`src/rtl/led_compactor.sv`:
```
`default_nettype none
// +----------------------------------------------------------------------------+
// | led_compactor - folds core channels into an LED word (XOR/select/MISR) r1.0 |
// +----------------------------------------------------------------------------+
module led_compactor #(
  parameter int               NUM_CH = 4,
  parameter int               CH_W   = 32,
  parameter int               OUT_W  = 16,
  parameter logic [OUT_W-1:0] POLY   = 16'h1021,
  parameter int               WINDOW = 1024,
  localparam int              SEL_W  = (NUM_CH > 1) ? $clog2(NUM_CH) : 1
) (
  input  logic                     clk,
  input  logic                     rst,
  input  logic [NUM_CH*CH_W-1:0]   ch_data,
  input  logic [NUM_CH-1:0]        ch_en,
  input  logic [1:0]               mode,
  input  logic [SEL_W-1:0]         sel,
  input  logic                     freeze,
  output logic [OUT_W-1:0]         led,
  output logic                     sig_valid
);

  localparam int NUM_SL = (CH_W + OUT_W - 1) / OUT_W;
  localparam int CNT_W  = (WINDOW > 1) ? $clog2(WINDOW) : 1;
  localparam logic [1:0] C_MODE_XOR  = 2'd0;
  localparam logic [1:0] C_MODE_MISR = 2'd1;
  localparam logic [1:0] C_MODE_SEL  = 2'd2;
  localparam logic [1:0] C_MODE_WIN  = 2'd3;

  logic [NUM_SL*OUT_W-1:0] padded;
  logic [OUT_W-1:0]        fold_d [NUM_CH];
  logic [OUT_W-1:0]        fold_q [NUM_CH];
  logic [OUT_W-1:0]        comb_d, comb_q;
  logic [OUT_W-1:0]        selq_d, selq_q;
  logic [OUT_W-1:0]        misr_d, misr_q;
  logic [CNT_W-1:0]        cnt_d, cnt_q;
  logic [1:0]              mode_q;
  logic [OUT_W-1:0]        led_d, led_q;
  logic                    sig_valid_d, sig_valid_q;

  logic                    mode_chg;
  logic [OUT_W-1:0]        misr_base, misr_nx;
  logic [CNT_W-1:0]        cnt_base;
  logic                    win_last;

  always_comb begin
    padded = '0;
    for (int i = 0; i < NUM_CH; i++) begin
      padded             = '0;
      padded[CH_W-1:0]   = ch_data[i*CH_W +: CH_W];
      fold_d[i]          = '0;
      for (int s = 0; s < NUM_SL; s++) begin
        fold_d[i] = fold_d[i] ^ padded[s*OUT_W +: OUT_W];
      end
    end
  end

  always_comb begin
    comb_d = '0;
    selq_d = '0;
    for (int i = 0; i < NUM_CH; i++) begin
      if (ch_en[i]) comb_d = comb_d ^ fold_q[i];
      if (int'(sel) == i) selq_d = fold_q[i];
    end
  end

  // A mode change restarts the signature: the update on that edge starts from zero.
  always_comb begin
    mode_chg  = (mode != mode_q);
    misr_base = mode_chg ? '0 : misr_q;
    cnt_base  = mode_chg ? '0 : cnt_q;
    win_last  = (cnt_base == CNT_W'(WINDOW - 1));
    misr_nx   = {misr_base[OUT_W-2:0], 1'b0} ^ (misr_base[OUT_W-1] ? POLY : '0) ^ comb_q;

    misr_d      = '0;
    cnt_d       = '0;
    led_d       = led_q;
    sig_valid_d = 1'b0;
    case (mode)
      C_MODE_XOR:  led_d = comb_q;
      C_MODE_MISR: begin
        misr_d = misr_nx;
        led_d  = misr_nx;
      end
      C_MODE_SEL:  led_d = selq_q;
      C_MODE_WIN: begin
        if (win_last) begin
          led_d       = misr_nx;
          sig_valid_d = 1'b1;
        end else begin
          misr_d = misr_nx;
          cnt_d  = cnt_base + CNT_W'(1);
        end
      end
      default: led_d = led_q;
    endcase

    // Freeze only gates the visible outputs; the signature keeps running.
    if (freeze) begin
      led_d       = led_q;
      sig_valid_d = 1'b0;
    end
  end

  always_ff @(posedge clk or posedge rst) begin
    if (rst) begin
      for (int i = 0; i < NUM_CH; i++) fold_q[i] <= '0;
      comb_q      <= '0;
      selq_q      <= '0;
      misr_q      <= '0;
      cnt_q       <= '0;
      mode_q      <= '0;
      led_q       <= '0;
      sig_valid_q <= 1'b0;
    end else begin
      for (int i = 0; i < NUM_CH; i++) fold_q[i] <= fold_d[i];
      comb_q      <= comb_d;
      selq_q      <= selq_d;
      misr_q      <= misr_d;
      cnt_q       <= cnt_d;
      mode_q      <= mode;
      led_q       <= led_d;
      sig_valid_q <= sig_valid_d;
    end
  end

  assign led       = led_q;
  assign sig_valid = sig_valid_q;

endmodule
`default_nettype wire
```
`config.mk`:
```
export PLATFORM = sky130hd
export DESIGN_NAME = led_compactor
export DESIGN_NICKNAME = d
export VERILOG_FILES = /design/src/rtl/led_compactor.sv
export SDC_FILE = /design/constraint.sdc
export NUM_CORES = 1
export LEC_CHECK = 0
export ABC_AREA = 1
export CAP_MARGIN = 10
export CORE_ASPECT_RATIO = 1.25
export CORE_MARGIN = 10
export CORE_UTILIZATION = 47
export CTS_BUF_LIST = sky130_fd_sc_hd__clkbuf_4
export CTS_CLUSTER_SIZE = 24
export DETAILED_ROUTE_END_ITERATION = 12
export GPL_TIMING_DRIVEN = 0
export PLACE_DENSITY = 0.83
export SKIP_LAST_GASP = 1
export SLEW_MARGIN = 40
export SYNTH_ARGS = -nofsm -noshare
export SYNTH_HDL_FRONTEND = slang
export SYNTH_SLANG_ARGS = --single-unit
```
`constraint.sdc`:
```
create_clock -name clk -period 4.8 [get_ports clk]
set_input_delay 0.96 -clock clk [delete_from_list [all_inputs] [get_ports clk]]
set_output_delay 0.96 -clock clk [all_outputs]
set_load 0.05 [all_outputs]
```
== Word level (Yosys, flattened, before mapping) ==
Index checks and enable logic that the tools add are counted.

* Equality and inequality tests: 9
* Muxes and demuxes: 20
* Reductions and logical operators: 3
* Bitwise gates (word level): 10
* $add $sub $neg: 1

{| class="wikitable"
|+ Operator list
! cell !! count
|-
| two-way mux 16 bit || 11
|-
| XOR 16 bit || 8
|-
| case mux 16 bit (4 select lines) || 1
|-
| case mux 16 bit (2 select lines) || 1
|-
| two-way mux 10 bit || 3
|-
| XOR 16 x 13 -> 16 bit || 1
|-
| two-way mux 13 bit || 1
|-
| adder 10 x 1 -> 10 bit, second input constant || 1
|-
| == test 10 bit, second input constant || 1
|-
| == test 2 bit, second input constant || 4
|-
| == test 2 x 1 -> 1 bit, second input constant || 2
|-
| logical NOT 2 bit || 2
|-
| two-way mux 1 bit || 3
|-
| inequality test 2 bit || 1
|-
| inequality test 2 bit, second input constant || 1
|-
| AND reduction 2 bit || 1
|-
| inverter 1 bit || 1
|}

* Output and inout bits: 17
* Flip-flop bits (word level): 141
* Input port bits: 139
* Word-level logic and storage cells: 54

== Depth between registers and ports, before layout ==
* Word-level depth: 7
* Gate-level depth with buffers: 14
* Gate-level depth less buffers: 13

== Worst setup path before layout ==
No wires, ideal clock.

* Kind: input to register
* Start point: input port mode[1]
* End point: register led_q[0], in the netlist led[0]
* Data required time: 4681 ps
* Stages: 13
* Path buffers: 2
* Setup slack: 1965 ps
* Arrival time: 2716 ps
* Library setup time: 119 ps
* Cell sequence: buf_6 xnor2_4 nand2_2 nor2_1 ha_1 nand4_1 nor2_4 nand3_4 nand2_4 nand2_4 buf_6 nand2_1 nand2_1

* Cells in the longest elaborated chain, start to end: 7
* Elaborated cells between the ends (all ways): 15
* Classes of those cells: eq/ne (6); mux (5); bitwise (2); reduce/logical (2)

{| class="wikitable"
|+ Ends and longest elaborated chain
! item !! line !! text
|-
| start, declared || 17 || <nowiki>input logic [1:0] mode,</nowiki>
|-
| inequality test 2 bit || 70 || <nowiki>mode_chg = (mode != mode_q);</nowiki>
|-
| two-way mux 16 bit || 71 || <nowiki>misr_base = mode_chg ? '0 : misr_q;</nowiki>
|-
| two-way mux 13 bit || 74 || <nowiki>misr_nx = {misr_base[OUT_W-2:0], 1'b0} ^ (misr_base[OUT_W-1] ? POLY : '0) ^ comb_q;</nowiki>
|-
| XOR 16 x 13 -> 16 bit || 74 ||
|-
| XOR 16 bit || 74 ||
|-
| two-way mux 16 bit || 88 || <nowiki>if (win_last) begin</nowiki>
|-
| case mux 16 bit (4 select lines) || 80 || <nowiki>case (mode)</nowiki>
|-
| end signal, assigned || 123 || <nowiki>led_q <= led_d;</nowiki>
|-
| end, declared || 39 || <nowiki>logic [OUT_W-1:0] led_d, led_q;</nowiki>
|}

Parallel ways exist; a longest one is shown, timed or not. The select of a mux whose other input is x is not followed.
A chain may end at the register's enable or synchronous reset.

== Final worst setup path ==
* Start point: input port mode[0]
* End point: register led_q[2], in the netlist led[2]

* Cells in the longest elaborated chain, start to end: 6
* Elaborated cells between the ends (all ways): 14
* Classes of those cells: eq/ne (6); mux (4); bitwise (2); reduce/logical (2)

{| class="wikitable"
|+ Ends and longest elaborated chain
! item !! line
|-
| inequality test 2 bit || 70
|-
| two-way mux 16 bit || 71
|-
| XOR 16 x 13 -> 16 bit || 74
|-
| XOR 16 bit || 74
|-
| two-way mux 16 bit || 88
|-
| case mux 16 bit (4 select lines) || 80
|}

Parallel ways exist; a longest one is shown, timed or not. The select of a mux whose other input is x is not followed.

==> impl_metrics.env <==
export IMPL_final_common_cell="nand2_1"
export IMPL_numCtsBuffers=17
export IMPL_arrival_ns=3.65
export IMPL_grt_pass1_vias=5891
export IMPL_crit_start="mode[0]"
export IMPL_synth_distinct_cells=29
export IMPL_fin_setup_tns_ns=0
export IMPL_num_io_pins=156
export IMPL_setup_viol=0
export IMPL_worstPathCellList="clkdlybuf4s50_1 > buf_4 > nand2_2 > nand2_2 > nand2_2 > nor2_1 > ha_1 > nand4_1 > nor2_4 > nand3_4 > nand2_4 > nand2_4 > buf_6 > nand2_1 > nand2_1"
export IMPL_grt_usage_pct=17.40
export IMPL_place_inst=1082
export IMPL_maxSlewViolCount=0
export IMPL_crit_path_end_kind="flip-flop"
export IMPL_synth_top_area_cell="dfrtp_1"
export IMPL_syn_area_um2=6835
export IMPL_final_cells=1115
export IMPL_synthFlopType="dfrtp_1"
export IMPL_fp_dieH_um=154.8
export IMPL_skew_ns=0.01474
export IMPL_postCtsResizedCells=0
export IMPL_first_pass_iters=5
export IMPL_final_cell_mix="nand2_1, clkdlybuf4s50_1, dfrtp_1, xor2_1, nand3_1"
export IMPL_crit_end="led[2]"
export IMPL_synth_area_leaders="dfrtp_1, nand2_1, xor2_1"
export IMPL_p_total_mw=3.102
export IMPL_yosysWarnings=0
export IMPL_crit_top_cell="nand2_2"
export IMPL_async_reset_ff_share_pct=100.0
export IMPL_critPathSlowestCell="clkdlybuf4s50_1"
export IMPL_fin_crit_ns=3.194
export IMPL_grt_remaining_overflow=0
export IMPL_outcome="finished clean"
export IMPL_grt_max_degree=78
export IMPL_antenna_found_initial=1
export IMPL_syn_nets=893
export IMPL_clockBufferDepth=2
export IMPL_clk_pin_slew_ns=0.14
export IMPL_initial_utilization_pct=47.65
export IMPL_drv_cap=0
export IMPL_die_area_um2=19800
export IMPL_area_delta_synth_final_pct=30.48
export IMPL_totalWireLength_mm=16.87
export IMPL_cp_start_kind="primary input"
export IMPL_hpwlAfterDp_mm=12.98
export IMPL_path_buf_inv=3
export IMPL_root_buffer="clkbuf_4"
export IMPL_drt_iter0_drc=413
export IMPL_dieWidth_um=127.9
export IMPL_syn_mean_instance_area_um2=9.077
export IMPL_timing_fmax_mhz=313.1
export IMPL_cp_depth=15
export IMPL_wl_per_cell_um=15.13
export IMPL_worst_path_max_fanout=10
export IMPL_powerDensity_nw_per_um2=347.8
export IMPL_drive_gt1_share_pct=5.983
export IMPL_synth_cells=753
export IMPL_vias_per_cell=5.036
export IMPL_r2r_end="led[2]"
export IMPL_antenna_left=0
export IMPL_seq_area_frac_synth_pct=51.62
export IMPL_drc_errors=0
export IMPL_synth_top_area_share_pct=51.62
export IMPL_final_util_pct=62.17
export IMPL_clkLatencyLatePin_ns=0.55
export IMPL_gp_congestion=0.9094
export IMPL_ys_ff_latch=141
export IMPL_port_buffers=150
export IMPL_max_slew_margin_pct=57.75
export IMPL_crit_type="primary input to flip-flop"
export IMPL_rr_worst_depth=12
export IMPL_r2r_start="mode_q[1]"
export IMPL_rows=49
export IMPL_tritoncts="built"
export IMPL_synth_edf_count=0
export IMPL_hold_viol_final=0
export IMPL_fin_nets=1063
export IMPL_coreArea_um2=14350
export IMPL_vdd_ir_drop_worst_mv=0.1697
export IMPL_holdBufCountCts=0
export IMPL_max_stage_delay_ns=0.52
export IMPL_vias=5615
export IMPL_rsz0062_at_grt="false"
export IMPL_postCtsSetupBuffers=0
export IMPL_r2r_slack_ns=2.17
export IMPL_finalCritPeriodShare_pct=66.54
export IMPL_grt_pass1_wl_mm=28.04
export IMPL_hold_path_class="flip-flop to flip-flop"
export IMPL_cpLargestDelayFamily="simple AND/OR/NAND/NOR gates"
export IMPL_htree_levels=4
export IMPL_worst_pin_slew_ns=0.6338
export IMPL_power_leakage_nw=4.026
export IMPL_cts_sinks=141
export IMPL_required_ns=5.26
## layer usage
metal	up-vias	global-route usage, %	wire (µm)
met5	-	0	0
met4	0	6.821	360
met3	39	5.575	1395
met2	238	29.72	8626
met1	2598	19.59	6488
li1	2740	-	-
## worst min-delay path: stages, from the launching register on
cell and delay (ns):
dfrtp_1 0.37, nand2_1 0.05, nand2_1 0.04
## where the power goes
| part | switching [mW] | leakage [nW] | internal (mW) |
|---|---|---|---|
| Sequential | 0.101 | 1.71 | 1.36 |
| Combinational | 0.450 | 2.14 | 0.345 |
| Clock | 0.504 | 0.175 | 0.341 |
| Total | 1.06 | 4.03 | 2.05 |
## worst min path at each step
stage | from | slack, ns | depth (start not counted) | endpoint
2_1_floorplan | fold_q[16] | 0.45 | 2 | selq_q[0]
5_1_grt | led[13] | 0.52 | 2 | led[13]
3_3_place_gp | led[6] | 0.46 | 2 | led[6]
3_5_place_dp | led[6] | 0.46 | 2 | led[6]
6_report | led[6] | 0.49 | 2 | led[6]
4_1_cts | led[6] | 0.49 | 2 | led[6]
## layout make-up
cell class | instances | area [µm²]
Timing Repair Buffer | 151 | 1529
Inverter | 54 | 210.2
Sequential cell | 141 | 3528
Antenna cell | 1 | 2.502
Tap cell | 178 | 222.7
Clock buffer | 17 | 127.6
Multi-Input combinational cell | 529 | 2958
Buffer | 29 | 146.4
Fill cell | 1197 | 5428
Clock inverter | 15 | 193.9
## sequential cells by signal, summed over array words and instances (netlist names)
name	count
sig_valid	1
fold_q	64
misr_q	16
mode_q	2
selq_q	16
comb_q	16
led	16
cnt_q	10
## cell families (layout without fill, tap and decap cells)
kind of cell	count (synthesis)	in the layout	synth area share, %
compound gates	49	49	4.064
simple gates	359	359	23.38
buf+inv	83	266	5.107
xor+xnor	120	120	15.65
other cells	0	1	0
flops	141	141	51.62
fa+ha+maj	1	1	0.1830
## per-stage QoR
step	area, µm²	setup WS (ns)	hold slack, ns
global route	8919	1.425	0.5173
CTS	8916	1.629	0.4924
finish	8919	1.606	0.4890
global placement	8559	-1.636	0.4554
detailed placement	8594	1.027	0.4594
floorplan	6835	0.05878	0.4549
## Yosys cell counts (2+ instances only)
cell and n:
nand4_1 16, nand3_1 74, inv_1 49, buf_2 3
clkbuf_1 18, inv_2 2, nor3_1 2, a21oi_1 8
dfrtp_1 141, a221oi_1 8, nand2_1 211, nand2_4 2
buf_4 5, buf_6 2, xnor2_1 34, clkinv_1 3
xor2_1 85, nand3b_1 16, nor2_1 31, o21ai_0 32
nand2_2 3
(Power assumes the default switching activity.)
